--- src/rtl/axi_sub_arb_mp.sv ---
// NRQ-way round-robin arbiter with burst locking and latency-matched read-return routing.
// Optional per-requester grant counters are built when AXI_SUB_ARB_MP_PERF_EN is defined.
module axi_sub_arb_mp #(
  parameter int AW    = 32,
  parameter int DW    = 32,
  parameter int BC    = DW / 8,
  parameter int UW    = 32,
  parameter int IW    = 1,
  parameter int NRQ   = 3,
  parameter int C_LAT = 0
) (
  input  logic              clk,
  input  logic              rst,
  input  logic [NRQ-1:0]    req_dv,
  input  logic [NRQ-1:0]    req_write,
  input  logic [NRQ*AW-1:0] req_addr,
  input  logic [NRQ*UW-1:0] req_user,
  input  logic [NRQ*IW-1:0] req_id,
  input  logic [NRQ*DW-1:0] req_wdata,
  input  logic [NRQ*BC-1:0] req_wstrb,
  input  logic [NRQ-1:0]    req_last,
  output logic [NRQ-1:0]    req_hld,
  output logic [NRQ-1:0]    req_wr_err,
  output logic [NRQ-1:0]    req_rvalid,
  output logic [NRQ-1:0]    req_rd_err,
  output logic [DW-1:0]     req_rdata,
  output logic              dv,
  output logic              write,
  output logic [AW-1:0]     addr,
  output logic [UW-1:0]     user,
  output logic [IW-1:0]     id,
  output logic [DW-1:0]     wdata,
  output logic [BC-1:0]     wstrb,
  output logic              last,
  input  logic              hld,
  input  logic              rd_err,
  input  logic              wr_err,
  input  logic [DW-1:0]     rdata,
  input  logic              perf_clr,
  output logic [NRQ*16-1:0] perf_cnt
);

  localparam int PW = (NRQ > 1) ? $clog2(NRQ) : 1;

  logic [PW-1:0]    rr_ptr;
  logic [PW-1:0]    owner;
  logic             lock;
  logic [PW-1:0]    win;
  logic             win_vld;
  logic [2*NRQ-1:0] dv_rot;
  int               cand;
  logic             accept;
  logic             rd_push;
  logic             ret_vld;
  logic [PW-1:0]    ret_own;

  // Rotating the doubled request vector by rr_ptr turns the fair search into a
  // plain first-set-bit scan.
  always_comb begin
    win     = owner;
    win_vld = lock;
    cand    = 0;
    dv_rot  = {req_dv, req_dv} >> rr_ptr;
    if (!lock) begin
      for (int k = 0; k < NRQ; k++) begin
        if (!win_vld && dv_rot[k]) begin
          cand = int'(rr_ptr) + k;
          if (cand >= NRQ) cand = cand - NRQ;
          win_vld = 1'b1;
          win     = PW'(cand);
        end
      end
    end
  end

  always_comb begin
    dv    = 1'b0;
    write = 1'b0;
    addr  = '0;
    user  = '0;
    id    = '0;
    wdata = '0;
    wstrb = '0;
    last  = 1'b0;
    req_hld = '1;
    for (int i = 0; i < NRQ; i++) begin
      if (win_vld && win == PW'(i)) begin
        dv         = req_dv[i];
        write      = req_write[i];
        addr       = req_addr[i*AW +: AW];
        user       = req_user[i*UW +: UW];
        id         = req_id[i*IW +: IW];
        wdata      = req_wdata[i*DW +: DW];
        wstrb      = req_wstrb[i*BC +: BC];
        last       = req_last[i];
        req_hld[i] = hld;
      end
    end
  end

  assign accept  = dv & ~hld;
  assign rd_push = accept & ~write;

  always_comb begin
    req_wr_err = '0;
    for (int i = 0; i < NRQ; i++) begin
      if (accept && write && wr_err && win == PW'(i)) req_wr_err[i] = 1'b1;
    end
  end

  always_ff @(posedge clk or posedge rst) begin
    if (rst) begin
      rr_ptr <= '0;
      lock   <= 1'b0;
      owner  <= '0;
    end else if (accept) begin
      if (last) begin
        lock   <= 1'b0;
        rr_ptr <= (win == PW'(NRQ - 1)) ? '0 : win + PW'(1);
      end else begin
        lock  <= 1'b1;
        owner <= win;
      end
    end
  end

  generate
    if (C_LAT == 0) begin : g_ret_comb
      assign ret_vld = rd_push;
      assign ret_own = win;
    end else begin : g_ret_pipe
      logic [C_LAT-1:0] ret_vld_p;
      logic [PW-1:0]    ret_own_p [C_LAT];
      // Return pipe stage boundary: free-running shift, independent of hld.
      always_ff @(posedge clk or posedge rst) begin
        if (rst) begin
          ret_vld_p <= '0;
          for (int s = 0; s < C_LAT; s++) ret_own_p[s] <= '0;
        end else begin
          ret_vld_p[0] <= rd_push;
          ret_own_p[0] <= win;
          for (int s = 1; s < C_LAT; s++) begin
            ret_vld_p[s] <= ret_vld_p[s-1];
            ret_own_p[s] <= ret_own_p[s-1];
          end
        end
      end
      assign ret_vld = ret_vld_p[C_LAT-1];
      assign ret_own = ret_own_p[C_LAT-1];
    end
  endgenerate

  always_comb begin
    req_rvalid = '0;
    req_rd_err = '0;
    for (int i = 0; i < NRQ; i++) begin
      if (ret_vld && ret_own == PW'(i)) begin
        req_rvalid[i] = 1'b1;
        req_rd_err[i] = rd_err;
      end
    end
  end

  assign req_rdata = rdata;

`ifdef AXI_SUB_ARB_MP_PERF_EN
  logic [15:0] perf_q [NRQ];

  always_ff @(posedge clk or posedge rst) begin
    if (rst) begin
      for (int i = 0; i < NRQ; i++) perf_q[i] <= '0;
    end else begin
      for (int i = 0; i < NRQ; i++) begin
        if (perf_clr) perf_q[i] <= '0;
        else if (accept && win == PW'(i) && perf_q[i] != 16'hFFFF) perf_q[i] <= perf_q[i] + 16'd1;
      end
    end
  end

  always_comb begin
    perf_cnt = '0;
    for (int i = 0; i < NRQ; i++) perf_cnt[i*16 +: 16] = perf_q[i];
  end
`else
  logic unused_perf_clr;
  assign unused_perf_clr = perf_clr;
  assign perf_cnt        = '0;
`endif

endmodule

--- config.mk ---
export PLATFORM = sky130hd
export DESIGN_NAME = axi_sub_arb_mp
export DESIGN_NICKNAME = d
export VERILOG_FILES = /design/src/rtl/axi_sub_arb_mp.sv
export SDC_FILE = /design/constraint.sdc
export NUM_CORES = 1
export LEC_CHECK = 0
export CORE_AREA = 2 2 215 217
export DETAILED_ROUTE_END_ITERATION = 12
export DIE_AREA = 0 0 217 219
export GPL_ROUTABILITY_DRIVEN = 0
export PLACE_DENSITY_LB_ADDON = 0.05
export SYNTH_ARGS = -nofsm -noshare
export SYNTH_HDL_FRONTEND = slang
export SYNTH_SLANG_ARGS = --single-unit
export TNS_END_PERCENT = 50
--- constraint.sdc ---
create_clock -name clk -period 3.64 [get_ports clk]
set_input_delay 0.546 -clock clk [delete_from_list [all_inputs] [get_ports clk]]
set_output_delay 0.546 -clock clk [all_outputs]
set_load 0.05 [all_outputs]
### Word level (Yosys, flattened, before mapping)

Index checks and enable logic that the tools add are counted.

| operators by class | value |
|---|---|
| add/subtract/negate cells | 6 |
| $lt $le $gt $ge | 3 |
| equality and inequality tests | 2 |
| shift operators | 1 |
| multiplexer cells | 51 |
| bitwise gates (word level) | 5 |
| reduce and logical (&&, ||, !) cells | 20 |

Operators by type and width:

| kind | count |
|---|---|
| $mux 32 | 9 |
| $mux 1 | 31 |
| $mux 2 | 8 |
| $logic_and 1x1->1 | 14 |
| $mux 4 | 3 |
| $ge 3x2->1 const B | 2 |
| $shr 6x2->3 | 1 |
| $sub 2x2->2 const B | 3 |
| $reduce_and 2->1 | 2 |
| $add 2x1->3 const B | 1 |
| $add 2x2->3 const B | 1 |
| $logic_not 1->1 | 3 |
| $not 1->1 | 3 |
| $add 2x1->2 const B | 1 |
| $and 1x1->1 | 2 |
| $eq 2x1->1 const B | 1 |
| $eq 2x2->1 const B | 1 |
| $ge 2x2->1 const B | 1 |
| $logic_not 2->1 | 1 |

| storage, ports and cells | value |
|---|---|
| bits in registers | 5 |
| bits of input ports | 350 |
| output and inout port bits | 196 |
| word-level logic and storage cells | 91 |

### Depth between registers and ports, before layout

Gate-level depths: netlist of run 1.

| logic depth | value |
|---|---|
| depth in word-level cells | 22 |
| depth in mapped cells | 13 |

### Worst setup path after synthesis of run 1

No wires, ideal clock.

| timing | value |
|---|---|
| path type | input to output |
| start point | input req_dv[1] |
| end point | output req_rvalid[2] |
| arrival time | 3.787 ns |
| setup slack | -0.693 ns |
| stages | 10 |
| path through | clkbuf_1 > mux2i_1 > mux2i_1 > mux2_2 > o211ai_1 > a22oi_2 > buf_4 > nand2_1 > a21oi_4 > nor4_1 |

| on the way | value |
|---|---|
| word-level cells in the longest chain between the ends | 21 |
| elaborated cells between the ends (all ways) | 33 |

RTL lines:

| element | line | RTL |
|---|---|---|
| start: declaration | 14 | `input logic [NRQ-1:0] req_dv,` |
| $shr 6x2->3 (*) | 63 | `dv_rot = {req_dv, req_dv} >> rr_ptr;` |
| $logic_and 1x1->1 | 66 | `if (!win_vld && dv_rot[k]) begin` |
| $mux 1 | 66 |  |
| $mux 1 | 64 | `if (!lock) begin` |
| $logic_not 1->1 | 66 |  |
| $logic_and 1x1->1 | 66 |  |
| $mux 1 | 66 |  |
| $mux 1 | 64 |  |
| (+5 left out) | -- |  |
| $logic_and 1x1->1 | 87 | `if (win_vld && win == PW'(i)) begin` |
| $mux 1 (2 in series) | 87 |  |
| $mux 1 (*) | 87 |  |
| net write | 28 | `output logic write,` |
| $not 1->1 (*) | 102 | `assign rd_push = accept & ~write;` |
| $and 1x1->1 (*) | 102 |  |
| $logic_and 1x1->1 (*) | 157 | `if (ret_vld && ret_own == PW'(i)) begin` |
| $mux 1 (*) | 157 |  |
| end: declaration | 24 | `output logic [NRQ-1:0] req_rvalid,` |

Mark *: on every way through the listed nets, which the timed path passes. The rest lies on a longest branch. The select of a mux whose other input is x is not followed.

### Worst setup path after layout of run 1

| timing | value |
|---|---|
| start point | register rr_ptr[0] |
| end point | output user[22] |

| on the way | value |
|---|---|
| word-level cells in the longest chain between the ends | 17 |
| elaborated cells between the ends (all ways) | 36 |

RTL lines:

| element | line | RTL |
|---|---|---|
| start: declaration | 45 | `logic [PW-1:0] rr_ptr;` |
| start signal: assignment | 119 | `rr_ptr <= (win == PW'(NRQ - 1)) ? '0 : win + PW'(1);` |
| $shr 6x2->3 | 63 |  |
| $logic_and 1x1->1 | 66 |  |
| $mux 1 | 66 |  |
| $mux 1 | 64 |  |
| $logic_not 1->1 | 66 |  |
| $logic_and 1x1->1 | 66 |  |
| $mux 1 | 66 |  |
| $mux 1 | 64 |  |
| $logic_not 1->1 | 66 |  |
| $logic_and 1x1->1 | 66 |  |
| $mux 2 | 66 |  |
| $mux 2 | 64 |  |
| $logic_not 2->1 | 87 |  |
| $logic_and 1x1->1 | 87 |  |
| $mux 32 (2 in series) | 87 |  |
| $mux 32 (*) | 87 |  |
| end: declaration | 30 | `output logic [UW-1:0] user,` |

Mark *: on every way between the ends. The rest lies on a longest branch, timed or not. The select of a mux whose other input is x is not followed.

==> flow_metrics.env, run 1 <==
export IMPL_yosysTopAreaCellShare_pct=18.9
export IMPL_grtUsageTotal_pct=11.4
export IMPL_die_w_um=217
export IMPL_cts_htree_levels=1
export IMPL_synth_seq_area_share_pct=3.12
export IMPL_fp_coreArea_um2=45100
export IMPL_cts_buffers=3
export IMPL_hold_viol_final=0
export IMPL_power_leakage_nw=4.62
export IMPL_period_share_pct=99.3
export IMPL_synthSimpleGateAreaFrac_pct=16.5
export IMPL_dpl_cell_count=1565
export IMPL_fill_cells=4892
export IMPL_critPathMaxStageDelay_ns=0.45
export IMPL_grt_max_degree=65
export IMPL_hold_depth=1
export IMPL_r2r_cells=10
export IMPL_cpMostUsedCell="buf_12"
export IMPL_cp_num_buf_inv=3
export IMPL_drtIter0Drc=145
export IMPL_synth_compound_area_share_pct=24.6
export IMPL_drt_total_wl_um=30000
export IMPL_row_count=78
export IMPL_powerDensity_nw_per_um2=1190
export IMPL_syn_to_final_growth_pct=189
export IMPL_cts_sinks=5
export IMPL_min_period_ns=3.62
export IMPL_cp_arrival_ns=3.07
export IMPL_dp_hpwl_um=23800
export IMPL_syn_instance_count=540
export IMPL_crit_path_end_kind="output port"
export IMPL_path_cells="mux2_4 -> a22o_4 -> o31ai_4 -> o311ai_4 -> nand2_4 -> buf_12 -> clkbuf_16 -> mux2_2 -> a22oi_1 -> nor2_1 -> buf_12"
export IMPL_synth_top_family_by_area="multiplexers"
export IMPL_vias=5739
export IMPL_synth_fa_ha_area_share_pct=0.623
export IMPL_yosys_warnings=0
export IMPL_max_freq_mhz=277
export IMPL_cp_required_ns=3.09
export IMPL_synthTopCellsByArea="a22oi_1 19%, mux2_2 17%, buf_4 16%"
export IMPL_yosys_area_top_type="a22oi_1"
export IMPL_drive_gt1_share_pct=47.4
export IMPL_final_util_pct=25.7
export IMPL_start_util_pct=8.90
export IMPL_dieHeight_um=219
export IMPL_cap_viol_max_count=0
export IMPL_setup_violations=0
export IMPL_syn_area_per_cell_um2=7.43
export IMPL_synth_flop_cell="dfrtp_1"
export IMPL_route_detailed_drc=0
export IMPL_yosysUniqueCellTypes=49
export IMPL_hold_path_class="reg2reg"
export IMPL_startpoint_type="flop"
export IMPL_dieArea_um2=47500
export IMPL_crit_type="reg2out"
export IMPL_cts_root_buf="clkbuf_16"
export IMPL_synth_edf_count=0
export IMPL_outcome="finished clean"
export IMPL_synth_area_um2=4010
export IMPL_dr_pass1_iters=4
export IMPL_crit_path_top_delay_cell="dfrtp_2"
export IMPL_clkLatencyLatePin_ns=0.23
export IMPL_finalNetCount=1359
export IMPL_worst_path_dominant_cell_family="compound AO/OA/AOI/OAI gates"
export IMPL_postRouteAntennaNets=0
export IMPL_synth_common_cells="105 x nor2_1, 101 x a22oi_1, 86 x buf_4"
export IMPL_grt_pass1_wl_um=40300
export IMPL_cts_tree="yes"
export IMPL_synthArstFlopShare_pct=100
export IMPL_final_cells=1607
export IMPL_rsz0062_at_grt="true"
export IMPL_cp_depth=11
export IMPL_synth_xor_area_share_pct=0.218
export IMPL_overflow=0
export IMPL_clock_skew_ns=0.00118
export IMPL_grt_pass1_vias=6017
export IMPL_path_max_fanout=9
export IMPL_ys_ff_latch=5
export IMPL_clk_pin_slew_worst_paths_ns=0.03
export IMPL_antenna_found_initial=1
export IMPL_vias_per_cell=3.57
export IMPL_wl_per_cell_um=18.6
export IMPL_maxSlewViolCount=0
export IMPL_muxShareOfSynthArea_pct=33.4
export IMPL_portBuffers=432
export IMPL_vdd_ir_drop_max_uv=490
export IMPL_clockBufferDepth=2
export IMPL_totalPowerFinal_w=0.0138
export IMPL_floorplan_io_pins=546
export IMPL_yosysMostFrequentCell="nor2_1"
[logic make-up (layout without fill, tap and decap cells)]
family	after synthesis	after routing
AOI/OAI and AO/OA	123	123
xor gates and xnor gates	1	1
adders and majority gates	2	2
buffers and inverters	138	557
DFF	5	5
muxes	119	119
other	1	49
and+or+nand+nor	151	151
[stage by stage]
stage / worst slack [ns] / hold slack [ns] / TNS [ns] / area [um2]
finish: 0.0249 / 0.529 / 0 / 11600
global route: -0.113 / 0.557 / -6.63 / 11600
CTS: -0.0801 / 0.540 / -0.648 / 10700
detailed placement: -0.491 / 0.533 / -46.79 / 10100
global placement: -0.499 / 0.549 / -47.69 / 10100
floorplan: -0.341 / 0.325 / -3.19 / 4300
[area by class of cell]
cell class	count	area (um2)	share of cell area (%)
Antenna cell	1	2.50	0.0216
Clock buffer	4	78.8	0.680
Inverter	7	26.3	0.227
Multi-Input combinational cell	444	3910	33.7
Sequential cell	5	128	1.10
Tap cell	600	751	6.48
Timing Repair Buffer	546	6700	57.8
[worst paths after layout]
check,from,slack [ns],end
setup / recovery,rr_ptr[0],0.02,user[22]
hold / removal,owner[0],0.53,owner[0]
setup reg to reg,rr_ptr[0],0.42,rr_ptr[1]
hold reg to reg,owner[0],0.53,owner[0]
max in group asynchronous,rst,2.90,rr_ptr[0]
min in group asynchronous,rst,0.54,owner[1]
[power breakdown]
part | switching, W | internal [W]
sequential | 0.0000357 | 0.0000802
combinational | 0.00712 | 0.00640
clock | 0.0000360 | 0.000145
[timing repair]
item / in CTS / in global routing
gates resized for setup: 101 / 147
pin swaps: 23 / 65
hold buffers: 0 / 0
setup buffers: 15 / 12
cloned: 4 / 8
setup endpoints to repair: 116 / 113
[cells in the final DEF, fill, tap and decap left out, types with 3 or more instances in the layout]
| cell | count |
|---|---|
| and4_4 | 3 |
| mux2_4 | 20 |
| mux2i_1 | 6 |
| clkdlybuf4s50_1 | 313 |
| buf_16 | 6 |
| buf_4 | 52 |
| nor2_2 | 57 |
| dfrtp_1 | 3 |
| mux2_2 | 60 |
| nor3_4 | 3 |
| buf_6 | 52 |
| buf_12 | 93 |
| a22oi_1 | 37 |
| nor2_1 | 48 |
| nor3_2 | 3 |
| clkbuf_16 | 17 |
| buf_8 | 13 |
| nor3_1 | 4 |
| mux2_1 | 30 |
| a22oi_2 | 65 |
| conb_1 | 48 |
| inv_1 | 5 |
| nand2_1 | 16 |
[sequential cells by signal, summed over array words and instances (netlist names)]
register	cells
lock	1
rr_ptr	2
owner	2
[per-layer routing]
layer / vias up / track usage (%) / routed length (um)
li1: 2768 / - / -
met1: 2735 / 12.2 / 11100
met2: 222 / 22.4 / 16700
met3: 14 / 3.13 / 1940
met4: 0 / 1.69 / 264
met5: - / 0 / 0
(Power assumes the default switching activity.)
==> inputs of run 2 (changes only) <==
GPL_ROUTABILITY_DRIVEN = unset   (was 0)
==> results of run 2 <==
Final layout, timing and power as in run 1 (identical DEF).
